===== src/rtl/rvm_axi4_sram_slave.sv =====
// AXI4 single-beat slave in front of one synchronous single-port SRAM.
// One outstanding transaction; writes win ties against reads in IDLE.
module rvm_axi4_sram_slave #(
    parameter logic [31:0] BASE_ADDR = 32'h0000_0000,
    parameter int unsigned MEM_BYTES = 65536,
    parameter int unsigned SRAM_AW   = 14
) (
    input  logic               ACLK,
    input  logic               ARESET,
    input  logic [31:0]        S_AXI_ARADDR,
    input  logic [2:0]         S_AXI_ARSIZE,
    input  logic               S_AXI_ARVALID,
    output logic               S_AXI_ARREADY,
    input  logic [31:0]        S_AXI_AWADDR,
    input  logic [2:0]         S_AXI_AWSIZE,
    input  logic               S_AXI_AWVALID,
    output logic               S_AXI_AWREADY,
    input  logic [31:0]        S_AXI_WDATA,
    input  logic [3:0]         S_AXI_WSTRB,
    input  logic               S_AXI_WVALID,
    output logic               S_AXI_WREADY,
    output logic [1:0]         S_AXI_BRESP,
    output logic               S_AXI_BVALID,
    input  logic               S_AXI_BREADY,
    output logic [31:0]        S_AXI_RDATA,
    output logic [1:0]         S_AXI_RRESP,
    output logic               S_AXI_RVALID,
    input  logic               S_AXI_RREADY,
    output logic [SRAM_AW-1:0] sram_addr,
    output logic [31:0]        sram_wdata,
    output logic [3:0]         sram_ben,
    output logic               sram_cen,
    output logic               sram_wen,
    input  logic [31:0]        sram_rdata
);

    localparam int unsigned   MAX_SIZE    = 2;
    localparam logic [31:0]   MEM_LIMIT   = 32'(MEM_BYTES);
    localparam logic [1:0]    RESP_OKAY   = 2'b00;
    localparam logic [1:0]    RESP_SLVERR = 2'b10;

    typedef enum logic [2:0] {
        IDLE, WR_ADDR, WR_DATA, WR_MEM, WR_RESP, RD_MEM, RD_CAP, RD_RESP
    } state_t;

    state_t      state;
    logic [31:0] aw_addr_q;
    logic [2:0]  aw_size_q;
    logic [31:0] w_data_q;
    logic [3:0]  w_strb_q;
    logic        err_q;

    logic        aw_hs, w_hs, ar_hs, wr_go_c;
    logic [31:0] wr_addr_c, wr_data_c, wr_off_c, rd_off_c;
    logic [2:0]  wr_size_c;
    logic [3:0]  wr_strb_c;
    logic        wr_err_c, rd_err_c;

    // Ready decode: reads only start from IDLE when no write is being offered.
    assign S_AXI_AWREADY = !ARESET && (state == IDLE || state == WR_ADDR);
    assign S_AXI_WREADY  = !ARESET && (state == IDLE || state == WR_DATA);
    assign S_AXI_ARREADY = !ARESET && (state == IDLE) && !S_AXI_AWVALID && !S_AXI_WVALID;

    assign aw_hs = S_AXI_AWVALID && S_AXI_AWREADY;
    assign w_hs  = S_AXI_WVALID  && S_AXI_WREADY;
    assign ar_hs = S_AXI_ARVALID && S_AXI_ARREADY;

    // Merge the beat arriving this cycle with whichever half was latched earlier.
    always_comb begin
        wr_addr_c = aw_hs ? S_AXI_AWADDR : aw_addr_q;
        wr_size_c = aw_hs ? S_AXI_AWSIZE : aw_size_q;
        wr_data_c = w_hs  ? S_AXI_WDATA  : w_data_q;
        wr_strb_c = w_hs  ? S_AXI_WSTRB  : w_strb_q;
        wr_off_c  = wr_addr_c - BASE_ADDR;
        rd_off_c  = S_AXI_ARADDR - BASE_ADDR;
        wr_err_c  = (wr_off_c >= MEM_LIMIT) || (32'(wr_size_c) > 32'(MAX_SIZE));
        rd_err_c  = (rd_off_c >= MEM_LIMIT) || (32'(S_AXI_ARSIZE) > 32'(MAX_SIZE));
        wr_go_c   = ((state == IDLE) && aw_hs && w_hs) ||
                    ((state == WR_DATA) && w_hs) ||
                    ((state == WR_ADDR) && aw_hs);
    end

    always_ff @(posedge ACLK) begin
        if (ARESET) begin
            state        <= IDLE;
            S_AXI_BVALID <= 1'b0;
            S_AXI_BRESP  <= 2'b00;
            S_AXI_RVALID <= 1'b0;
            S_AXI_RDATA  <= '0;
            S_AXI_RRESP  <= 2'b00;
            sram_addr    <= '0;
            sram_wdata   <= '0;
            sram_ben     <= '0;
            sram_cen     <= 1'b0;
            sram_wen     <= 1'b0;
            err_q        <= 1'b0;
            aw_addr_q    <= '0;
            aw_size_q    <= '0;
            w_data_q     <= '0;
            w_strb_q     <= '0;
        end else begin
            if (aw_hs) begin
                aw_addr_q <= S_AXI_AWADDR;
                aw_size_q <= S_AXI_AWSIZE;
            end
            if (w_hs) begin
                w_data_q <= S_AXI_WDATA;
                w_strb_q <= S_AXI_WSTRB;
            end

            // SRAM strobe is a single-cycle pulse, suppressed for erroring requests.
            if (wr_go_c) begin
                sram_addr  <= wr_off_c[SRAM_AW+1:2];
                sram_wdata <= wr_data_c;
                sram_ben   <= wr_strb_c;
                sram_cen   <= !wr_err_c;
                sram_wen   <= !wr_err_c;
                err_q      <= wr_err_c;
            end else if (ar_hs) begin
                sram_addr  <= rd_off_c[SRAM_AW+1:2];
                sram_cen   <= !rd_err_c;
                sram_wen   <= 1'b0;
                err_q      <= rd_err_c;
            end else begin
                sram_cen   <= 1'b0;
                sram_wen   <= 1'b0;
            end

            case (state)
                IDLE: begin
                    if (aw_hs && w_hs) state <= WR_MEM;
                    else if (aw_hs)    state <= WR_DATA;
                    else if (w_hs)     state <= WR_ADDR;
                    else if (ar_hs)    state <= RD_MEM;
                end
                WR_DATA: if (w_hs)  state <= WR_MEM;
                WR_ADDR: if (aw_hs) state <= WR_MEM;
                WR_MEM: begin
                    S_AXI_BVALID <= 1'b1;
                    S_AXI_BRESP  <= err_q ? RESP_SLVERR : RESP_OKAY;
                    state        <= WR_RESP;
                end
                WR_RESP: begin
                    if (S_AXI_BREADY) begin
                        S_AXI_BVALID <= 1'b0;
                        state        <= IDLE;
                    end
                end
                RD_MEM: state <= RD_CAP;
                RD_CAP: begin
                    S_AXI_RDATA  <= err_q ? 32'h0 : sram_rdata;
                    S_AXI_RRESP  <= err_q ? RESP_SLVERR : RESP_OKAY;
                    S_AXI_RVALID <= 1'b1;
                    state        <= RD_RESP;
                end
                RD_RESP: begin
                    if (S_AXI_RREADY) begin
                        S_AXI_RVALID <= 1'b0;
                        state        <= IDLE;
                    end
                end
                default: state <= IDLE;
            endcase
        end
    end

endmodule


===== config.mk =====
export PLATFORM = sky130hd
export DESIGN_NAME = rvm_axi4_sram_slave
export DESIGN_NICKNAME = d
export VERILOG_FILES = /design/src/rtl/rvm_axi4_sram_slave.sv
export SDC_FILE = /design/constraint.sdc
export NUM_CORES = 1
export LEC_CHECK = 0
export CAP_MARGIN = 20
export CORE_ASPECT_RATIO = 0.75
export CORE_UTILIZATION = 35
export DETAILED_ROUTE_END_ITERATION = 12
export HOLD_SLACK_MARGIN = 0.08
export PLACE_DENSITY = 0.66
export SYNTH_ARGS = -nofsm -noshare
export SYNTH_HDL_FRONTEND = slang
export SYNTH_SLANG_ARGS = --single-unit

===== constraint.sdc =====
create_clock -name ACLK -period 3.8 [get_ports ACLK]
set_input_delay 1.14 -clock ACLK [delete_from_list [all_inputs] [get_ports ACLK]]
set_output_delay 1.14 -clock ACLK [all_outputs]
set_load 0.02 [all_outputs]

==> impl_metrics.tcl <==
set metrics [dict create \
    finalSetupViolations 0 \
    die_w_um 154 \
    stdcell_count 1110 \
    cp.arrival_ps 2570 \
    globalRouteTotalUtil_pct 18.5 \
    r2r_end "sram_wdata[3]" \
    pin_count 238 \
    min_to "S_AXI_RDATA[2]" \
    drv_slew 0 \
    status "finished clean" \
    firstDrtPassIters 4 \
    worst_r2r_path_depth 5 \
    die-area_sq_um 18000 \
    root_buffer "clkbuf_16" \
    insertion_delay_ps 430 \
    hold_buffers 0 \
    p_sw_uw 1350 \
    max_clock_freq_mhz 270 \
    syn_inst 674 \
    syn_to_final_growth_pct 51.2 \
    postSynthAreaPerCell_sq_um 9.05 \
    synth.most_common_cell "dfxtp_1" \
    synth_edf_count 0 \
    wl_um 16300 \
    tns_ps 0 \
    overflow 0 \
    synthTopCellsByArea "dfxtp_1 53%, mux2i_1 8.2%, nand2_1 6.6%, nor2_1 5.6%, a21oi_1 4.8%" \
    die_h_um 116 \
    power_frac_clock_pct 38.1 \
    hp-start "S_AXI_RDATA[2]" \
    cts_max_level 4 \
    ys_ff_latch 161 \
    yosysUniqueCellTypes 38 \
    clockBufferDepth 2 \
    grt_pass1_wl_um 26000 \
    grt_start_max_net_pins 102 \
    synth-async-reset-ratio_pct 0 \
    irDropWorstVdd_v 0.000232 \
    start_util_pct 36.0 \
    relSlewSlack_pct 26.5 \
    p_seq_share_pct 40.2 \
    clock_sinks 161 \
    whs_path_depth 2 \
    path_max_fanout 2 \
    p_per_area_nw_per_um2 533 \
    drc 0 \
    r2r_start "state[2]" \
    drive_gt1_share_pct 6.37 \
    finalHoldViolations 0 \
    synth_ff_type "dfxtp_1" \
    grt_pass1_vias 4989 \
    timing.hold.ws_ps 447 \
    dpl.cell_count 1078 \
    synthTopCellsByCount "161 x dfxtp_1, 107 x nand2_1, 91 x nor2_1, 59 x a21oi_1, 50 x mux2i_1" \
    vias_per_cell 4.79 \
    hpwl_um 11100 \
    rsz0062_at_grt "false" \
    drv_cap 0 \
    gp_congestion 0.751 \
    vias 5322 \
    drt_iter0_drc 268 \
    crit_required_ps 2660 \
    final_antenna_net_count 0 \
    end_kind "output port" \
    fin_crit_ps 3710 \
    p_int_uw 3570 \
    rows 41 \
    worst_pin_slew_ps 1100 \
    cts_setup_buffers 0 \
    post-route-period-util_pct 97.5 \
    path_clk_slew_ps 60 \
    ff2ff_setup_slack_ps 1750 \
    wl_per_cell_um 14.7 \
    synth_seq_area_share_pct 52.9 \
    portBuffers 231 \
    hp-class "reg -> reg" \
    combPwrFrac_pct 21.7 \
    skew_ps 10.9 \
    criticalPathCategory "in -> out" \
    fin_nets 1027 \
    yosysWarnings 0 \
    n_antenna_cell 0 \
    start_kind "primary input" \
    synth_top_area_share_pct 52.9 \
    switching_share_pct 27.4 \
    antenna_found_initial 1 \
    leakage_uw 0.00337 \
    cts_inserted_buffers 17 \
    coreArea_sq_um 16900 \
    cts-resized-gates 0 \
    cts_tree "built" \
    synth_top_area_cell "dfxtp_1" \
    synth_area_sq_um 6100 \
]
[placed cells by master, fill, tap and decap left out, types with 2 or more instances in the layout]
cell / instances
mux2i_1: 50
a31oi_1: 15
o22ai_1: 2
a211oi_1: 38
o21ai_1: 2
o21ai_0: 3
and2_1: 2
dfxtp_1: 161
clkinvlp_4: 2
nand3_1: 2
nor3_1: 7
or4_1: 2
bufinv_16: 4
clkbuf_16: 17
nand3b_1: 32
nor4_1: 10
clkinv_2: 2
nand2_1: 107
a21o_1: 14
clkdlybuf4s50_1: 230
inv_1: 2
clkbuf_8: 4
conb_1: 2
nor2_1: 90
a21oi_1: 59
buf_4: 15
[flip-flops by register name, summed over array words and instances (netlist names)]
name          cells
S_AXI_RDATA      32
sram_wdata       32
w_data_q         32
aw_addr_q        30
sram_addr        14
sram_ben          4
w_strb_q          4
aw_size_q         3
state             3
S_AXI_BRESP       1
S_AXI_BVALID      1
S_AXI_RRESP       1
S_AXI_RVALID      1
err_q             1
sram_cen          1
sram_wen          1
[layout make-up]
| type | instances | area [sq um] |
|---|---|---|
| Inverter | 2 | 7.51 |
| Fill cell | 1567 | 7710 |
| Clock inverter | 11 | 174 |
| Timing Repair Buffer | 246 | 2430 |
| Multi-Input combinational cell | 454 | 2630 |
| Tap cell | 215 | 269 |
| Clock buffer | 21 | 480 |
| Sequential cell | 161 | 3220 |
[critical path: stages]
cell and delay (ps):
clkdlybuf4s50_1 420, nor3_1 240, and2_1 160, clkdlybuf4s50_1 600
[cells by family after synthesis]
logic type / count (synthesis) / synth area share [%]
AND/OR/NAND/NOR: 263 / 19.8
multiplexers: 51 / 8.39
buffers and inverters: 60 / 4.35
AO/OA/AOI/OAI: 138 / 14.5
flip-flops: 161 / 52.9
other: 1 / 0.0615
[per-stage QoR]
stage          utilization [%]  total power, uW  area (sq um)  setup WS, ps
5_1_grt                   54.5             5160          9220          50.0
3_5_place_dp              50.6             3090          8570          81.2
6_report                  54.5             4920          9220          93.9
4_1_cts                   54.5             4980          9220          79.8
3_3_place_gp              50.6             3080          8570           126
2_1_floorplan                -             2610          6100           615
[power groups by stage]
stage	logic [uW]	registers, uW	clock network, uW
6_report	1070	1980	1870
5_1_grt	1160	2000	2000
4_1_cts	1080	1980	1920
3_5_place_dp	1080	2010	0
3_3_place_gp	1070	2010	0
2_1_floorplan	535	2070	0
[how the worst max path moves through the flow]
stage / startpoint / to / cells past startpoint
after floorplan: ARESET / S_AXI_ARREADY / 2
after global placement: S_AXI_WVALID / S_AXI_ARREADY / 4
after detailed placement: S_AXI_WVALID / S_AXI_ARREADY / 4
after CTS: S_AXI_WVALID / S_AXI_ARREADY / 4
after global routing: S_AXI_WVALID / S_AXI_ARREADY / 4
final: S_AXI_WVALID / S_AXI_ARREADY / 4
[per-layer routing]
| metal | share of wire, % | global-route usage (%) | vias up |
|---|---|---|---|
| met4 | 1.1 | 5.74 | 2 |
| li1 | - | - | 2740 |
| met3 | 7.4 | 6.86 | 16 |
| met1 | 48 | 24.6 | 2411 |
| met2 | 43 | 27.8 | 153 |
| met5 | 0.074 | 0 | - |
Note: power is estimated with default switching activity, not from simulation.
